$ cat config.mk
export PLATFORM = sky130hd
export DESIGN_NAME = adder_pipe_nbit
export DESIGN_NICKNAME = d
export VERILOG_FILES = /design/src/rtl/adder_pkg.sv /design/src/rtl/adder_seg.sv /design/src/rtl/adder_pipe_nbit.sv
export SDC_FILE = /design/constraint.sdc
export NUM_CORES = 1
export LEC_CHECK = 0
export CORE_MARGIN = 5
export CORE_UTILIZATION = 55
export CTS_CLUSTER_SIZE = 10
export DETAILED_ROUTE_END_ITERATION = 8
export GPL_ROUTABILITY_DRIVEN = 0
export PLACE_DENSITY = 0.84
export SYNTH_ARGS = -nofsm -noshare
export SYNTH_HDL_FRONTEND = slang
export SYNTH_SLANG_ARGS = --single-unit
export TNS_END_PERCENT = 50
$ cat constraint.sdc
create_clock -name clk -period 5.2 [get_ports clk]
set_clock_uncertainty 0.05 [all_clocks]
set_input_delay 1.04 -clock clk [delete_from_list [all_inputs] [get_ports clk]]
set_output_delay 1.04 -clock clk [all_outputs]
set_load 0.005 [all_outputs]
$ cat src/rtl/adder_pkg.sv
// Shared constants and helpers for the segmented pipelined adder.
package adder_pkg;

    localparam int unsigned DEFAULT_WIDTH = 16;
    localparam int unsigned DEFAULT_SEG   = 4;

    // Number of pipeline stages; 0 flags an illegal SEG so the top can report it.
    function automatic int unsigned calc_stages(input int unsigned width, input int unsigned seg);
        return (seg == 0) ? 0 : width / seg;
    endfunction

endpackage

$ cat src/rtl/adder_seg.sv
// Combinational SEG-bit ripple segment: {co, s} = a + b + ci.
module adder_seg
    import adder_pkg::*;
#(
    parameter int unsigned SEG = DEFAULT_SEG
) (
    input  logic [SEG-1:0] a,
    input  logic [SEG-1:0] b,
    input  logic           ci,
    output logic [SEG-1:0] s,
    output logic           co
);

    assign {co, s} = {1'b0, a} + {1'b0, b} + {{SEG{1'b0}}, ci};

endmodule

$ cat src/rtl/adder_pipe_nbit.sv
// Pipelined WIDTH-bit adder, SEG bits per stage, valid/ready flow control with a global stall.
// Define ADDER_PIPE_OVF_EN to add the signed-overflow output ovf.
module adder_pipe_nbit
    import adder_pkg::*;
#(
    parameter int unsigned WIDTH = DEFAULT_WIDTH,
    parameter int unsigned SEG   = DEFAULT_SEG
) (
    input  logic             clk,
    input  logic             rst,
    input  logic [WIDTH-1:0] a,
    input  logic [WIDTH-1:0] b,
    input  logic             ci,
    input  logic             in_valid,
    output logic             in_ready,
    output logic [WIDTH-1:0] s,
    output logic             co,
`ifdef ADDER_PIPE_OVF_EN
    output logic             ovf,
`endif
    output logic             out_valid,
    input  logic             out_ready
);

    localparam int unsigned STAGES = calc_stages(WIDTH, SEG);
    localparam int unsigned LAST   = STAGES - 1;

    if (SEG < 1) begin : gen_bad_seg
        $error("adder_pipe_nbit: SEG must be at least 1");
    end else if (WIDTH % SEG != 0) begin : gen_bad_split
        $error("adder_pipe_nbit: WIDTH must be a multiple of SEG");
    end
    if (WIDTH < 4) begin : gen_bad_width
        $error("adder_pipe_nbit: WIDTH must be at least 4");
    end

    // Per-stage registers: operands ride along in full so ovf can see their MSBs at the end.
    logic             v_q [STAGES];
    logic [WIDTH-1:0] a_q [STAGES];
    logic [WIDTH-1:0] b_q [STAGES];
    logic [WIDTH-1:0] s_q [STAGES];
    logic             c_q [STAGES];

    logic [SEG-1:0]   seg_a   [STAGES];
    logic [SEG-1:0]   seg_b   [STAGES];
    logic [SEG-1:0]   seg_s   [STAGES];
    logic             seg_ci  [STAGES];
    logic             seg_co  [STAGES];
    logic [WIDTH-1:0] sum_nxt [STAGES];

    logic en;

    for (genvar k = 0; k < STAGES; k++) begin : gen_stage
        if (k == 0) begin : gen_head
            assign seg_a[k]   = a[SEG-1:0];
            assign seg_b[k]   = b[SEG-1:0];
            assign seg_ci[k]  = ci;
            assign sum_nxt[k] = WIDTH'(seg_s[k]);
        end else begin : gen_body
            localparam int unsigned LO = k * SEG;
            assign seg_a[k]  = a_q[k-1][LO +: SEG];
            assign seg_b[k]  = b_q[k-1][LO +: SEG];
            assign seg_ci[k] = c_q[k-1];
            // Bits above the finished segments are always zero, so OR merges cleanly.
            assign sum_nxt[k] = s_q[k-1] | (WIDTH'(seg_s[k]) << LO);
        end

        adder_seg #(
            .SEG (SEG)
        ) u_seg (
            .a  (seg_a[k]),
            .b  (seg_b[k]),
            .ci (seg_ci[k]),
            .s  (seg_s[k]),
            .co (seg_co[k])
        );
    end

    assign en       = !v_q[LAST] || out_ready;
    assign in_ready = en;

    always_ff @(posedge clk) begin
        if (rst) begin
            for (int k = 0; k < STAGES; k++) begin
                v_q[k] <= 1'b0;
                a_q[k] <= '0;
                b_q[k] <= '0;
                s_q[k] <= '0;
                c_q[k] <= 1'b0;
            end
        end else if (en) begin
            v_q[0] <= in_valid;
            a_q[0] <= a;
            b_q[0] <= b;
            for (int k = 1; k < STAGES; k++) begin
                v_q[k] <= v_q[k-1];
                a_q[k] <= a_q[k-1];
                b_q[k] <= b_q[k-1];
            end
            for (int k = 0; k < STAGES; k++) begin
                s_q[k] <= sum_nxt[k];
                c_q[k] <= seg_co[k];
            end
        end
    end

    assign out_valid = v_q[LAST];
    assign s         = s_q[LAST];
    assign co        = c_q[LAST];

`ifdef ADDER_PIPE_OVF_EN
    assign ovf = (a_q[LAST][WIDTH-1] == b_q[LAST][WIDTH-1]) &&
                 (s_q[LAST][WIDTH-1] != a_q[LAST][WIDTH-1]);
`endif

endmodule

==> impl_metrics.csv <==
group,metric,value,unit
setup_path,r2r-start,"v_q[0][3]",
clock_tree,clk_pin_slew,0.08,ns
power,vdd_drop_max,0.1457,mV
clock_tree,htree_num_levels,3,
timing,clock.fmax,297.1,MHz
cells_and_area,layout.nets,388,
setup_path,reg2reg_depth,4,
cells_and_area,final.fill_count,506,
place,place_hpwl,3.664,mm
global_route,antenna_found_initial,0,
clock_tree,clock_latency,0.34,ns
cells_and_area,antenna_cells,0,
logic_synthesis,netlist_area,4183,um2
global_route,overflow,0,
setup_path,path_max_fanout,19,
min_path,hp-class,"flop to flop",
logic_synthesis,ys_seq_area_frac,0.6892,
run_status,status,"finished, final reports clean",
logic_synthesis,synth_seq_cells,96,
clock_tree,cts_hold_buf,0,
timing,max_slew_margin,0.2067,
timing,worstMarginPinSlew,1.190,ns
setup_path,required,4.11,ns
setup_path,startpoint_type,"input pin",
global_route,grt_usage,0.1285,
die,die_w,97.21,um
route,antenna_left,0,
timing,drv_slew,0,
place,io_buffers,55,
logic_synthesis,syn-instance-count,282,
power,p_per_area,290.4,nW/um2
die,die_h,97.21,um
flow_run,max-cap-violations,0,
route,drt_pass1_iterations,5,
global_route,grt_max_degree,97,
route,via_per_inst,5.067,
global_route,grt_pass1_vias,2122,
logic_synthesis,post_synth.cell_area_avg,14.83,um2
cells_and_area,final_cell_mix,"edfxtp_1, and3_1, clkdlybuf4s50_1, inv_1, ha_1",
clock_tree,cts_buffer_depth,2,
clock_tree,cts_tree,"yes",
min_path,hold_depth,1,
die,core-area,7331,um2
route,routed_wl,5.794,mm
power,power,1.417,mW
clock_tree,postCtsResizedCells,0,
timing,rsz0062_at_grt,"no",
min_path,min-delay-start,"b_q[0][30]",
logic_synthesis,yosys.cell_types.count,26,
timing,period_share,0.6474,
cells_and_area,layout_commonest_cell,"edfxtp_1",
cells_and_area,final_layout_size_suffix_gt1_frac,0.04192,
die,fp-row-count,31,
die,start_util,0.5706,
timing,setup_viol,0,
timing,hold_viol_final,0,
cells_and_area,syn_to_final_growth,16.69,%
global_route,grt_pass1_wl,9.680,mm
setup_path,crit_arrival,2.28,ns
die,num_io_pins,56,
setup_path,critPathKind,"input pin to primary output",
logic_synthesis,synth.yosys.warnings,0,
route,wl_per_cell,13.38,um
logic_synthesis,syn_nets,339,
route,route.detailed.drc,0,
route,drtIter0Drc,159,
power,leakagePower,2.187,nW
timing,min_period,3.366,ns
timing,finalSetupTns,0,ns
clock_tree,root_buffer,"clkbuf_8",
setup_path,crit_start,"out_ready",
die,die_area,9449,um2
clock_tree,cts_sinks,96,
setup_path,cp-end-kind,"primary output",
route,vias,2194,
clock_tree,cts-buffers-inserted,9,
clock_tree,postCtsSetupRepairBufs,0,
==> state kept, by name, indices dropped and copies added (netlist names) <==
signal,cells
v_q,4
a_q,24
c_q,4
b_q,24
s_q,40
==> metrics by stage <==
| step | util | setup slack, ns | instance area, um2 | cells | hold WS (ns) |
|---|---|---|---|---|---|
| after floorplan | - | 1.052 | 4183 | 282 | 0.4779 |
| after global placement | 0.6464 | 1.854 | 4738 | 419 | 0.4804 |
| after detailed placement | 0.6464 | 1.824 | 4738 | 419 | 0.4861 |
| after CTS | 0.6658 | 1.817 | 4881 | 433 | 0.5019 |
| after global routing | 0.6658 | 1.780 | 4881 | 433 | 0.5201 |
| final | 0.6658 | 1.834 | 4881 | 433 | 0.4979 |
==> cells in the mapped netlist <==
master	instances	share of area
edfxtp_1	96	0.69
and3_1	81	0.12
inv_1	19	0.017
ha_1	12	0.036
a21oi_1	10	0.012
fa_1	8	0.038
clkbuf_1	7	0.0063
nor2_1	7	0.0063
nor2b_1	6	0.0090
nor3_1	5	0.0060
buf_6	4	0.011
a21o_1	3	0.0054
buf_2	3	0.0036
nand3_1	3	0.0036
nand3b_1	3	0.0054
o21ai_0	3	0.0036
buf_4	2	0.0036
mux2i_1	2	0.0048
buf_12	1	0.0048
buf_8	1	0.0036
clkbuf_2	1	0.0012
inv_2	1	0.00090
nand2_1	1	0.00090
nand2b_1	1	0.0015
nand2b_4	1	0.0033
xnor2_1	1	0.0021
==> layout make-up <==
type | instances | area, um2 | share of cell area
Clock inverter | 3 | 11.26 | 0.002307
Multi-Input combinational cell | 147 | 1091 | 0.2235
Inverter | 20 | 75.07 | 0.01538
Timing Repair Buffer | 57 | 565.5 | 0.1159
Tap cell | 99 | 123.9 | 0.02538
Clock buffer | 11 | 131.4 | 0.02692
Sequential cell | 96 | 2883 | 0.5906
==> where the power goes <==
part | internal [mW] | switching [mW]
clock network | 0.164 | 0.215
logic | 0.0727 | 0.0515
registers | 0.902 | 0.0120
==> per-layer routing <==
layer / vias to the layer above / share of wire / global-route usage
met5: - / 0 / 0
met4: 0 / 0.018 / 0.05832
met3: 6 / 0.046 / 0.03661
met2: 47 / 0.50 / 0.2065
met1: 1016 / 0.44 / 0.1622
li1: 1125 / - / -
==> worst paths after layout <==
check	end	slack [ns]
worst max-delay path	in_ready	1.83
worst min-delay path	b_q[0][46]	0.50
worst max register to register	s_q[3][14]	3.08
worst min register to register	b_q[0][46]	0.50
==> critical path, cell delays in order <==
cell             delay [ns]
clkdlybuf4s50_1        0.46
nand2b_4               0.23
clkdlybuf4s50_1        0.54
==> cells by family after synthesis <==
kind of cell | Yosys count | synth area share
buffers and inverters | 39 | 0.05175
multiplexers | 2 | 0.004786
adder cells (fa/ha/maj) | 20 | 0.07418
XOR/XNOR | 1 | 0.002094
AND/OR/NAND/NOR | 108 | 0.1570
AO/OA/AOI/OAI | 16 | 0.02094
flip-flops | 96 | 0.6892
(Power assumes the default switching activity.)
